$ cat src/rtl/mem_arbiter.sv
// mem_arbiter: shares one single-port memory between the fetch port and the LSU, one access at a time.
// Optional feature: define MEM_ARB_RR_EN for round-robin arbitration (fixed LSU-over-fetch otherwise).
module mem_arbiter #(
  parameter int ADDR_W      = 32,
  parameter int DATA_W      = 32,
  parameter int RSP_TIMEOUT = 16
) (
  input  logic              clk_i,
  input  logic              rst_ni,
  input  logic              if_req_i,
  input  logic [ADDR_W-1:0] if_addr_i,
  output logic              if_gnt_o,
  output logic              if_rvalid_o,
  output logic [DATA_W-1:0] if_rdata_o,
  input  logic              lsu_req_i,
  input  logic              lsu_we_i,
  input  logic [3:0]        lsu_be_i,
  input  logic [ADDR_W-1:0] lsu_addr_i,
  input  logic [DATA_W-1:0] lsu_wdata_i,
  output logic              lsu_gnt_o,
  output logic              lsu_rvalid_o,
  output logic [DATA_W-1:0] lsu_rdata_o,
  output logic              mem_req_o,
  output logic              mem_we_o,
  output logic [3:0]        mem_be_o,
  output logic [ADDR_W-1:0] mem_addr_o,
  output logic [DATA_W-1:0] mem_wdata_o,
  input  logic              mem_gnt_i,
  input  logic              mem_rvalid_i,
  input  logic [DATA_W-1:0] mem_rdata_i,
  output logic              err_o
);

  localparam int CNT_W = $clog2(RSP_TIMEOUT + 1);

  typedef enum logic [1:0] {IDLE, REQ, RESP} state_t;

  state_t              r_state;
  state_t              w_nextState;
  logic                r_ownerLsu;
  logic [CNT_W-1:0]    r_cnt;
  logic                r_err;
  logic                r_we;
  logic [3:0]          r_be;
  logic [ADDR_W-1:0]   r_addr;
  logic [DATA_W-1:0]   r_wdata;
  logic                w_winLsu;
  logic                w_grant;
  logic                w_timeout;
  logic                w_done;

`ifdef MEM_ARB_RR_EN
  logic r_lastLsu;

  // Under contention the port that was not served last wins.
  always_comb begin
    w_winLsu = lsu_req_i;
    if (lsu_req_i && if_req_i) begin
      w_winLsu = !r_lastLsu;
    end
  end

  always_ff @(posedge clk_i or negedge rst_ni) begin
    if (!rst_ni) begin
      r_lastLsu <= 1'b1;
    end else if (w_grant) begin
      r_lastLsu <= w_winLsu;
    end
  end
`else
  assign w_winLsu = lsu_req_i;
`endif

  assign w_timeout = (r_state == RESP) && (r_cnt == CNT_W'(RSP_TIMEOUT));
  assign w_done    = (r_state == RESP) && (mem_rvalid_i || w_timeout);

  always_ff @(posedge clk_i or negedge rst_ni) begin
    if (!rst_ni) begin
      r_state <= IDLE;
    end else begin
      r_state <= w_nextState;
    end
  end

  always_comb begin
    w_nextState  = r_state;
    w_grant      = 1'b0;
    mem_req_o    = 1'b0;
    if_gnt_o     = 1'b0;
    lsu_gnt_o    = 1'b0;
    if_rvalid_o  = 1'b0;
    lsu_rvalid_o = 1'b0;
    if_rdata_o   = '0;
    lsu_rdata_o  = '0;
    case (r_state)
      IDLE: begin
        if (if_req_i || lsu_req_i) begin
          w_grant     = 1'b1;
          if_gnt_o    = !w_winLsu;
          lsu_gnt_o   = w_winLsu;
          w_nextState = REQ;
        end
      end
      REQ: begin
        mem_req_o = 1'b1;
        if (mem_gnt_i) begin
          w_nextState = RESP;
        end
      end
      RESP: begin
        // A real response beats a simultaneous watchdog expiry; a forced completion returns zero data.
        if (w_done) begin
          w_nextState = IDLE;
          if (r_ownerLsu) begin
            lsu_rvalid_o = 1'b1;
            lsu_rdata_o  = mem_rvalid_i ? mem_rdata_i : '0;
          end else begin
            if_rvalid_o = 1'b1;
            if_rdata_o  = mem_rvalid_i ? mem_rdata_i : '0;
          end
        end
      end
      default: w_nextState = IDLE;
    endcase
  end

  always_ff @(posedge clk_i or negedge rst_ni) begin
    if (!rst_ni) begin
      r_ownerLsu <= 1'b0;
      r_we       <= 1'b0;
      r_be       <= '0;
      r_addr     <= '0;
      r_wdata    <= '0;
    end else if (w_grant) begin
      r_ownerLsu <= w_winLsu;
      r_we       <= w_winLsu ? lsu_we_i : 1'b0;
      r_be       <= w_winLsu ? lsu_be_i : 4'hF;
      r_addr     <= w_winLsu ? lsu_addr_i : if_addr_i;
      r_wdata    <= w_winLsu ? lsu_wdata_i : '0;
    end
  end

  // The watchdog counts cycles spent in RESP and is held at zero elsewhere.
  always_ff @(posedge clk_i or negedge rst_ni) begin
    if (!rst_ni) begin
      r_cnt <= '0;
    end else if (r_state == RESP) begin
      r_cnt <= r_cnt + 1'b1;
    end else begin
      r_cnt <= '0;
    end
  end

  always_ff @(posedge clk_i or negedge rst_ni) begin
    if (!rst_ni) begin
      r_err <= 1'b0;
    end else if (w_timeout && !mem_rvalid_i) begin
      r_err <= 1'b1;
    end
  end

  assign mem_we_o    = r_we;
  assign mem_be_o    = r_be;
  assign mem_addr_o  = r_addr;
  assign mem_wdata_o = r_wdata;
  assign err_o       = r_err;

endmodule

$ cat config.mk
export PLATFORM = sky130hd
export DESIGN_NAME = mem_arbiter
export DESIGN_NICKNAME = d
export VERILOG_FILES = /design/src/rtl/mem_arbiter.sv
export SDC_FILE = /design/constraint.sdc
export NUM_CORES = 1
export LEC_CHECK = 0
export BUFFER_PORTS_ARGS = -buffer_cell sky130_fd_sc_hd__buf_4
export CAP_MARGIN = 20
export CORE_AREA = 4 4 107 109
export CTS_BUF_LIST = sky130_fd_sc_hd__clkbuf_8
export CTS_CLUSTER_DIAMETER = 150
export DETAILED_ROUTE_END_ITERATION = 7
export DIE_AREA = 0 0 111 113
export PLACE_DENSITY = 0.73
export SETUP_SLACK_MARGIN = 0.05
export SYNTH_ARGS = -nofsm -noshare
export SYNTH_HDL_FRONTEND = slang
export SYNTH_SLANG_ARGS = --single-unit
$ cat constraint.sdc
create_clock -name clk_i -period 2.3 [get_ports clk_i]
set_input_delay 0.23 -clock clk_i [delete_from_list [all_inputs] [get_ports clk_i]]
set_output_delay 0.23 -clock clk_i [all_outputs]
set_load 0.02 [all_outputs]
Yosys cells after proc, flatten, opt, wreduce, memory -nomap -nowiden
Index checks and enable logic that the tools add are counted.
- register bits after elaboration: 78
- input port bits: 139
- output and inout port bits: 139
- logic and storage cells: 53
- add/sub/neg operators: 1
- equal/unequal tests: 6
- muxes and demuxes: 29
- reduce and logical (&&, ||, !) cells: 9
- operators by type and width (cell ; number):
    two-way mux 32 bit ; 9
    two-way mux 1 bit ; 14
    two-way mux 2 bit ; 3
    != test 2 bit, second input constant ; 3
    one-hot mux 2 bit (3 select lines) ; 1
    adder 5 x 1 -> 5 bit, second input constant ; 1
    == test 5 bit, second input constant ; 1
    two-way mux 5 bit ; 1
    two-way mux 4 bit ; 1
    logical AND 1 bit ; 3
    AND reduction 3 bit ; 1
    == test 2 x 1 -> 1 bit, second input constant ; 1
    == test 2 bit, second input constant ; 1
    zero test 1 bit ; 2
    zero test 2 bit ; 1
    logical OR 1 bit ; 2

Logic depth before layout (Yosys ltp)
Gate-level depths: netlist of run 1.
- depth in word-level cells: 6
- depth in mapped cells: 5
- mapped depth without buffers: 5

Worst setup path after synthesis of run 1
No wires, ideal clock.
- kind: reg-to-output
- start: register r_cnt[0]
- end: output port if_rvalid_o
- arrival: 1456 ps
- required time: 2070 ps
- path slack: 614 ps
- stages on the path, launching flop included: 6
- path buffers: 0
- cells stage by stage: dfrtp_1 -> inv_1 -> ha_1 -> nor4bb_1 -> nor2_1 -> nor3_1
- cells in the longest elaborated chain, start to end: 6
- ends and longest elaborated chain (element ; line ; source):
    start, declared ; 41 ; logic [CNT_W-1:0] r_cnt;
    start signal, assigned ; 148 ; r_cnt <= r_cnt + 1'b1;
    == test 5 bit ; 74 ; assign w_timeout = (r_state == RESP) && (r_cnt == CNT_W'(RSP_TIMEOUT));
    logical AND 1 bit ; 74 ;
    logical OR 1 bit ; 75 ; assign w_done = (r_state == RESP) && (mem_rvalid_i || w_timeout);
    logical AND 1 bit ; 75 ;
    two-way mux 1 bit ; 112 ; if (w_done) begin
    two-way mux 1 bit ; 95 ; case (r_state)
    end, declared ; 13 ; output logic if_rvalid_o,
Every way passes these cells.

Final worst setup path of run 1
- start: register r_state[1]
- end: output port lsu_rdata_o[29]
- cells in the longest elaborated chain, start to end: 6
- ends and longest elaborated chain (element ; line ; source):
    start, declared ; 38 ; state_t r_state;
    start signal, assigned ; 81 ; r_state <= w_nextState;
    == test 2 bit * ; 74, 75, 95 ;
    logical AND 1 bit ; 74 ;
    logical OR 1 bit ; 75 ;
    logical AND 1 bit ; 75 ;
    two-way mux 32 bit ; 112 ;
    two-way mux 32 bit * ; 95 ;
    end, declared ; 22 ; output logic [DATA_W-1:0] lsu_rdata_o,
Mark *: on every way between the ends. The rest lies on a longest branch, timed or not.

==> flow_summary.ini, run 1 <==
[synth]
synth_cells = 300
synth_area_sq_um = 3850
synth-seq-cells = 78
yosysTopAreaCellShare_pct = 50.6
synth_compound_area_share_pct = 9.57
yosysTopAreaCell = dfrtp_1
synth_most_common_cell = dfrtp_1
synth_top_family_by_area = multiplexers
muxShareOfSynthArea_pct = 21.2
ys_warn_count = 0
synth-edff-count = 0
ys_types = 30
syn_avg_cell_area_sq_um = 12.8
synth-simple-area-share_pct = 13.5
synth_fa_ha_area_share_pct = 0.649
syn_nets = 441
synth_xor_area_share_pct = 0.682
seq_area_frac_synth_pct = 50.6
synthFlopType = dfrtp_1
async_flop_share_pct = 100
synthTopCellsByArea = dfrtp_1, mux2_2, and2_1
synth_common_cells = dfrtp_1, and2_1, mux2_2

[sta]
min_period_ns = 2.03
final.setup_skew_ns = 0.0181
min_period_over_period_pct = 88.3
slew_headroom_pct = 70.2
finalHoldViolCount = 0
worst_pin_slew_ns = 0.447
max_freq_ghz = 0.492
rsz0062_at_grt = no
fin_setup_tns_ns = 0
slew_viol_final = 0
setup_viol = 0

[routing]
num_vias = 3319
drt-pass1-iter-count = 4
wl_microns = 11900
drtIter0Drc = 97
routedWlPerCell_microns = 16.6
post-route-drc-count = 0
vias_per_cell = 4.61
antenna_left = 0

[worst_setup_path]
endpoint_kind = output port
r2r-start = r_state[0]
slowest_delay_ns = 0.41
critPathLaunchType = register
crit_chain = nor2b_1 > and3_1 > buf_4 > and2_1 > buf_4
path_max_fanout = 32
critPathBufInv = 2
crit_path_top_delay_cell = dfrtp_1
crit_top_cell = buf_4
cp-startpoint = r_state[1]
crit_required_ns = 2.07
crit_family = simple AND/OR/NAND/NOR gates
arrival_ns = 1.80
crit_type = register to output port

[power_and_ir_drop]
ir_drop_v = 0.000664
power_mw = 7.15
cellLeakagePower_nw = 3.28
powerDensity_nw_per_um2 = 1140

[clocking]
root_buffer = clkbuf_8
ctsHoldBuffers = 1
cts_sinks = 78
cts_tree = done
ctsResizeCount = 0
cts_buffer_depth = 2
ctsHtreeMaxLevel = 3
clkLatencyLatePin_ns = 0.34
clk_pin_slew_ns = 0.09
numCtsBuffers = 9
cts_setup_buffers = 0

[cells_and_area]
nets = 716
syn_to_final_growth_pct = 62.8
diodes = 0
layout-drive-gt1-share_pct = 63.6
final_cells = 720

[floorplanning]
top_level_ports = 278
initial_core_util_pct = 36.4
rows = 38
die_area_sq_um = 12500
die_w_microns = 111
coreArea_sq_um = 10600
die_h_microns = 113

[job]
maxCapViolations = 0

[grt]
grt-ovfl-total = 0
grt_start_max_net_pins = 79
grt_pass1_vias = 3529
grtUsageTotal_pct = 18.1
antenna_found_initial = 0
grt_pass1_wl_microns = 18300

[hold_path]
hold_class = input pin to register
holdCritStartpoint = lsu_wdata_i[2]

[placed_design]
dp_cells = 703
gp_congestion = 0.938
hpwl_microns = 9490
portBuffers = 277

[run_status]
outcome = finished, final reports clean
==> per-layer routing <==
metal  wire [microns]  track usage, %
met5                0               0
met3              769            3.85
met1             4360            19.9
met2             6580            34.4
met4              232            6.57
==> final cells by class <==
type	count	area, sq um
clock buffers	11	151
clock inverters	5	63.8
fillers	868	4330
inverters	4	15.0
multi-input cells	198	1760
flip-flops and latches	78	1950
well taps	140	175
repair buffers	284	2160
==> worst paths after layout <==
path,end,slack [ns],cells past startpoint
min in group asynchronous,mem_wdata_o[2],0.50,3
worst max register to register,mem_wdata_o[25],0.60,5
worst min-delay path,mem_wdata_o[2],0.11,2
worst min register to register,err_o,0.49,1
max in group asynchronous,err_o,1.48,3
worst max-delay path,lsu_rdata_o[29],0.27,5
==> metrics by stage <==
step	instance area, sq um	utilization, %	setup WS (ns)	hold WS (ns)
finish	6280	59.2	0.269	0.108
global route	6280	59.2	0.140	0.0918
CTS	6280	59.2	0.239	0.0822
detailed placement	6050	57.1	0.514	0.291
global placement	6050	57.1	0.623	0.283
floorplan	3850	-	0.614	-0.0656
==> power breakdown <==
part	switching (mW)	internal, mW
logic	1.85	1.88
registers	0.371	1.97
clock network	0.502	0.571
==> state kept, by name, summed over array words and instances (netlist names) <==
name and count:
r_ownerLsu 1, mem_be_o 4, r_cnt 5, mem_we_o 1, mem_wdata_o 32, r_state 2, mem_addr_o 32, err_o 1
==> cells in the final DEF (no fill, tap or decap), drive strengths merged, types with 2 or more instances in the layout <==
master / count
clkbuf: 11
o21ai: 2
and2: 65
mux2: 64
a21o: 2
a22o: 34
nor2: 9
nand2b: 2
buf: 283
dfrtp: 78
nand3: 2
inv: 6
xor2: 2
nand2: 3
o22a: 4
ha: 2
==> kinds of logic (layout without fill, tap and decap cells) <==
group / Yosys count / in the layout
xor+xnor: 3 / 3
simple gates: 86 / 86
buf+inv: 24 / 304
compound gates: 43 / 43
fa+ha+maj: 2 / 2
mux: 64 / 64
flops: 78 / 78
No activity file was read; power rests on OpenSTA's default activity.
==> run 2: changes to the inputs <==
==> constraint.sdc (replaced) <==
create_clock -name clk_i -period 2.3 [get_ports clk_i]
set_input_delay 0.23 -clock clk_i [delete_from_list [all_inputs] [get_ports clk_i]]
set_output_delay 0.23 -clock clk_i [all_outputs]
set_load 0.1 [all_outputs]
==> flow_summary.ini, run 2 (same netlist as run 1, synthesis figures left out) <==
[grt]
grt_pass1_wl_microns = 18100
grtUsageTotal_pct = 18.0
grt_pass1_vias = 3589
antenna_found_initial = 0
grt-ovfl-total = 0
grt_start_max_net_pins = 79

[cells_and_area]
final_common_cell = buf_4
layout-drive-gt1-share_pct = 64.2
final_cell_mix = buf_4, dfrtp_1, and2_1, mux2_2, buf_6
design_area_sq_um = 6390
syn_to_final_growth_pct = 65.7
nets = 714
diodes = 0

[sta]
min_period_over_period_pct = 93.1
slew_viol_final = 0
rsz0062_at_grt = yes
slew_headroom_pct = 37.1
setup_viol = 0
worst_pin_slew_ns = 0.943
finalHoldViolCount = 0
hold_ws_ns = 0.0399
max_freq_ghz = 0.467
final.setup_skew_ns = 0.00642
min_period_ns = 2.14

[worst_setup_path]
crit_chain = nand2b_2 > nor3b_2 > buf_6 > and2_1 > buf_4
crit_required_ns = 2.07
slowest_delay_ns = 0.42
arrival_ns = 1.91
critPathLaunchType = register
path_max_fanout = 32
critPathBufInv = 2
crit_type = register to output port
crit_family = simple AND/OR/NAND/NOR gates
endpoint_kind = output port
crit_path_top_delay_cell = dfrtp_1

[clocking]
clkLatencyLatePin_ns = 0.34
cts_tree = done
cts_sinks = 78
clk_pin_slew_ns = 0.08
root_buffer = clkbuf_8
cts_buffer_depth = 2
ctsHoldBuffers = 0
ctsHtreeMaxLevel = 3
numCtsBuffers = 9

[routing]
vias_per_cell = 4.62
wl_microns = 11900
drtIter0Drc = 127
routedWlPerCell_microns = 16.6
num_vias = 3311
post-route-drc-count = 0
drt-pass1-iter-count = 4
antenna_left = 0

[floorplanning]
initial_core_util_pct = 36.4
coreArea_sq_um = 10600
top_level_ports = 278
die_area_sq_um = 12500
rows = 38
die_w_microns = 111
die_h_microns = 113

[hold_path]
hold_class = input pin to async pin

[placed_design]
gp_congestion = 0.859
hpwl_microns = 9300
placed_area_sq_um = 6040
portBuffers = 277

[job]
maxCapViolations = 0

[run_status]
outcome = finished, final reports clean
## run 2: repair_timing
| item | CTS | global route |
|---|---|---|
| resized for setup | 0 | 37 |
| setup buffers | 0 | 0 |
| endpoints found under the setup margin | 0 | 65 |
## run 2: metrics by stage
stage / setup TNS, ns / worst slack [ns] / instances / utilization (%)
5_1_grt: 0 / 0.00103 / 716 / 60.2
2_1_floorplan: -0.119 / -0.119 / 300 / -
3_5_place_dp: 0 / 0.467 / 702 / 57.0
3_3_place_gp: 0 / 0.501 / 702 / 57.0
4_1_cts: 0 / 0.0858 / 716 / 58.9
6_report: 0 / 0.158 / 716 / 60.2
## run 2: final timing paths
check / from / depth (start not counted) / to / slack [ns]
setup / recovery: r_state[0] / 5 / if_rdata_o[4] / 0.16
hold reg to reg: err_o / 1 / err_o / 0.47
hold / removal: rst_ni / 1 / mem_addr_o[6] / 0.04
setup reg to reg: r_state[0] / 5 / mem_wdata_o[20] / 0.66
max in group asynchronous: rst_ni / 1 / err_o / 1.66
min in group clk_i: mem_gnt_i / 2 / r_state[0] / 0.10
## run 2: cell type report
class	instances	area [sq um]
fill	867	4220
tap	140	175
clock inverter	5	85.1
timing repair buffer	282	2260
multi-input combinational	198	1780
clock buffer	9	124
sequential	78	1950
inverter	4	15.0
## run 2: worst reg2reg max path: stages (launching register included)
cell,delay [ns]
dfrtp_1,0.42
nor2_2,0.21
nand2_1,0.19
inv_2,0.19
buf_4,0.34
a22o_1,0.22
## run 2: metal layers
metal	wire length (microns)	GRT usage, %	up-vias
li1	-	-	1580
met2	6570	34.2	150
met4	112	4.43	0
met3	811	4.71	6
met1	4430	19.9	1575
met5	0	0	-
Power of run 2 is not shown: default switching activity piles up to over one toggle a cycle in this logic, so the estimate is an artifact.
==> run 3: changes to the inputs <==
==> config.mk (replaced) <==
export PLATFORM = sky130hd
export DESIGN_NAME = mem_arbiter
export DESIGN_NICKNAME = d
export VERILOG_FILES = /design/src/rtl/mem_arbiter.sv
export SDC_FILE = /design/constraint.sdc
export NUM_CORES = 1
export LEC_CHECK = 0
export BUFFER_PORTS_ARGS = -buffer_cell sky130_fd_sc_hd__buf_2
export CAP_MARGIN = 20
export CELL_PAD_IN_SITES_DETAIL_PLACEMENT = 1
export CELL_PAD_IN_SITES_GLOBAL_PLACEMENT = 2
export CORE_ASPECT_RATIO = 2
export CORE_MARGIN = 4
export CORE_UTILIZATION = 26
export CTS_BUF_LIST = sky130_fd_sc_hd__clkbuf_8
export CTS_CLUSTER_DIAMETER = 150
export DETAILED_ROUTE_END_ITERATION = 7
export PLACE_DENSITY_LB_ADDON = 0.1
export SETUP_SLACK_MARGIN = 0.05
export SYNTH_ARGS = -nofsm -noshare
export SYNTH_HDL_FRONTEND = slang
export SYNTH_SLANG_ARGS = --single-unit
==> flow_summary.ini, run 3 (same netlist as run 1, synthesis figures left out) <==
[run_status]
outcome = finished, final reports clean

[worst_setup_path]
arrival_ns = 1.87
crit_path_top_delay_cell = dfrtp_1
crit_family = simple AND/OR/NAND/NOR gates
path_max_fanout = 4
endpoint_kind = output port
critPathBufInv = 2
slowest_delay_ns = 0.42
crit_chain = inv_1 > ha_1 > nor4bb_2 > nor2_1 > nor3_2 > buf_6
critPathLaunchType = register
crit_type = register to output port
crit_required_ns = 2.07

[grt]
antenna_found_initial = 0
grt_pass1_vias = 3921
grt_pass1_wl_microns = 22200
grt_start_max_net_pins = 41
grt-ovfl-total = 0
grtUsageTotal_pct = 17.1

[sta]
slew_headroom_pct = 62.3
fin_ws_ns = 0.197
min_period_ns = 2.10
rsz0062_at_grt = yes
finalHoldViolCount = 0
final.setup_skew_ns = 0.0102
slew_viol_final = 0
min_period_over_period_pct = 91.4
max_freq_ghz = 0.475
worst_pin_slew_ns = 0.565
setup_viol = 0

[routing]
drtIter0Drc = 129
topRoutingLayerUsed = met4
drt-pass1-iter-count = 4
wl_met1_microns = 5200
wl_microns = 14700
route.met2.wl_microns = 8140
wl_met3_microns = 1260
post-route-drc-count = 0
routedWlPerCell_microns = 19.0
antenna_left = 0
num_vias = 3512
vias_per_cell = 4.53

[clocking]
ctsHtreeMaxLevel = 3
numCtsBuffers = 9
root_buffer = clkbuf_8
clk_pin_slew_ns = 0.09
cts_sinks = 78
cts_buffer_depth = 2
cts_tree = done
cts_setup_buffers = 0
clkLatencyLatePin_ns = 0.35

[floorplanning]
die_h_microns = 180
top_level_ports = 278
die_area_sq_um = 17000
coreArea_sq_um = 14400
initial_core_util_pct = 26.7
die_w_microns = 94.1
rows = 62

[cells_and_area]
diodes = 0
final_cells = 775
syn_to_final_growth_pct = 73.4
nFillCells = 1636
final_common_cell = buf_2
nets = 719
layout-drive-gt1-share_pct = 64.3
final_cell_mix = buf_2, dfrtp_1, buf_12, and2_1, mux2_2

[placed_design]
portBuffers = 277
place_ws_ns = 0.324
dp_cells = 757
hpwl_microns = 11900
gp_congestion = 0.760

[hold_path]
hold_class = input pin to register

[job]
maxCapViolations = 0
[run 3: cell count changes in the layout (fill, tap and decap cells not counted), moves of 30 or more]
cell | previous run | this run
buf_6 | 35 | 5
buf_2 | 0 | 209
buf_4 | 246 | 5
buf_12 | 1 | 67
[run 3: stage by stage]
stage                     hold slack (ns)  instance area, sq um  setup TNS (ns)  util, %
final                              0.0978                  6690               0     46.3
after detailed placement            0.272                  6420               0     44.5
after floorplan                   -0.0656                  3860          -0.119        -
after global placement              0.250                  6420               0     44.5
after global routing               0.0790                  6690               0     46.3
after CTS                          0.0698                  6640               0     46.0
[run 3: final timing paths]
path / startpoint / to / slack [ns] / cells past startpoint
min in group asynchronous: rst_ni / mem_addr_o[11] / 0.40 / 2
setup / recovery: r_cnt[0] / if_rvalid_o / 0.20 / 6
hold / removal: lsu_wdata_i[14] / mem_wdata_o[14] / 0.1 / 2
hold reg to reg: mem_be_o[0] / mem_be_o[0] / 0.49 / 1
max in group asynchronous: rst_ni / mem_addr_o[31] / 1.26 / 3
setup reg to reg: r_state[0] / mem_wdata_o[10] / 0.63 / 5
[run 3: worst reg2reg max path: cells and delay by family, from the launching register on]
family / cells / cell delay, ns
buffers and inverters: 2 / 0.53
AO/OA/AOI/OAI: 1 / 0.24
flip-flops: 1 / 0.43
AND/OR/NAND/NOR: 2 / 0.41
[run 3: layer usage]
layer	vias to the layer above	GRT usage, %
met5	-	0
met4	0	4.34
met3	7	5.18
met2	200	32.0
met1	1712	18.0
li1	1593	-
[run 3: what timing repair did]
action	in CTS	in global routing
cloned	0	1
endpoints found under the hold margin	39	0
hold buffers	1	0
endpoints found under the setup margin	2	66
resized for setup	2	11
[run 3: cell type report]
class | count | area, sq um | area share, %
Clock buffer | 10 | 138 | 2.06
Multi-Input combinational cell | 198 | 1790 | 26.7
Tap cell | 192 | 240 | 3.59
Inverter | 4 | 15.0 | 0.225
Sequential cell | 78 | 1950 | 29.2
Timing Repair Buffer | 287 | 2490 | 37.3
Clock inverter | 6 | 62.6 | 0.936
Power of run 3 is left out for the same reason.
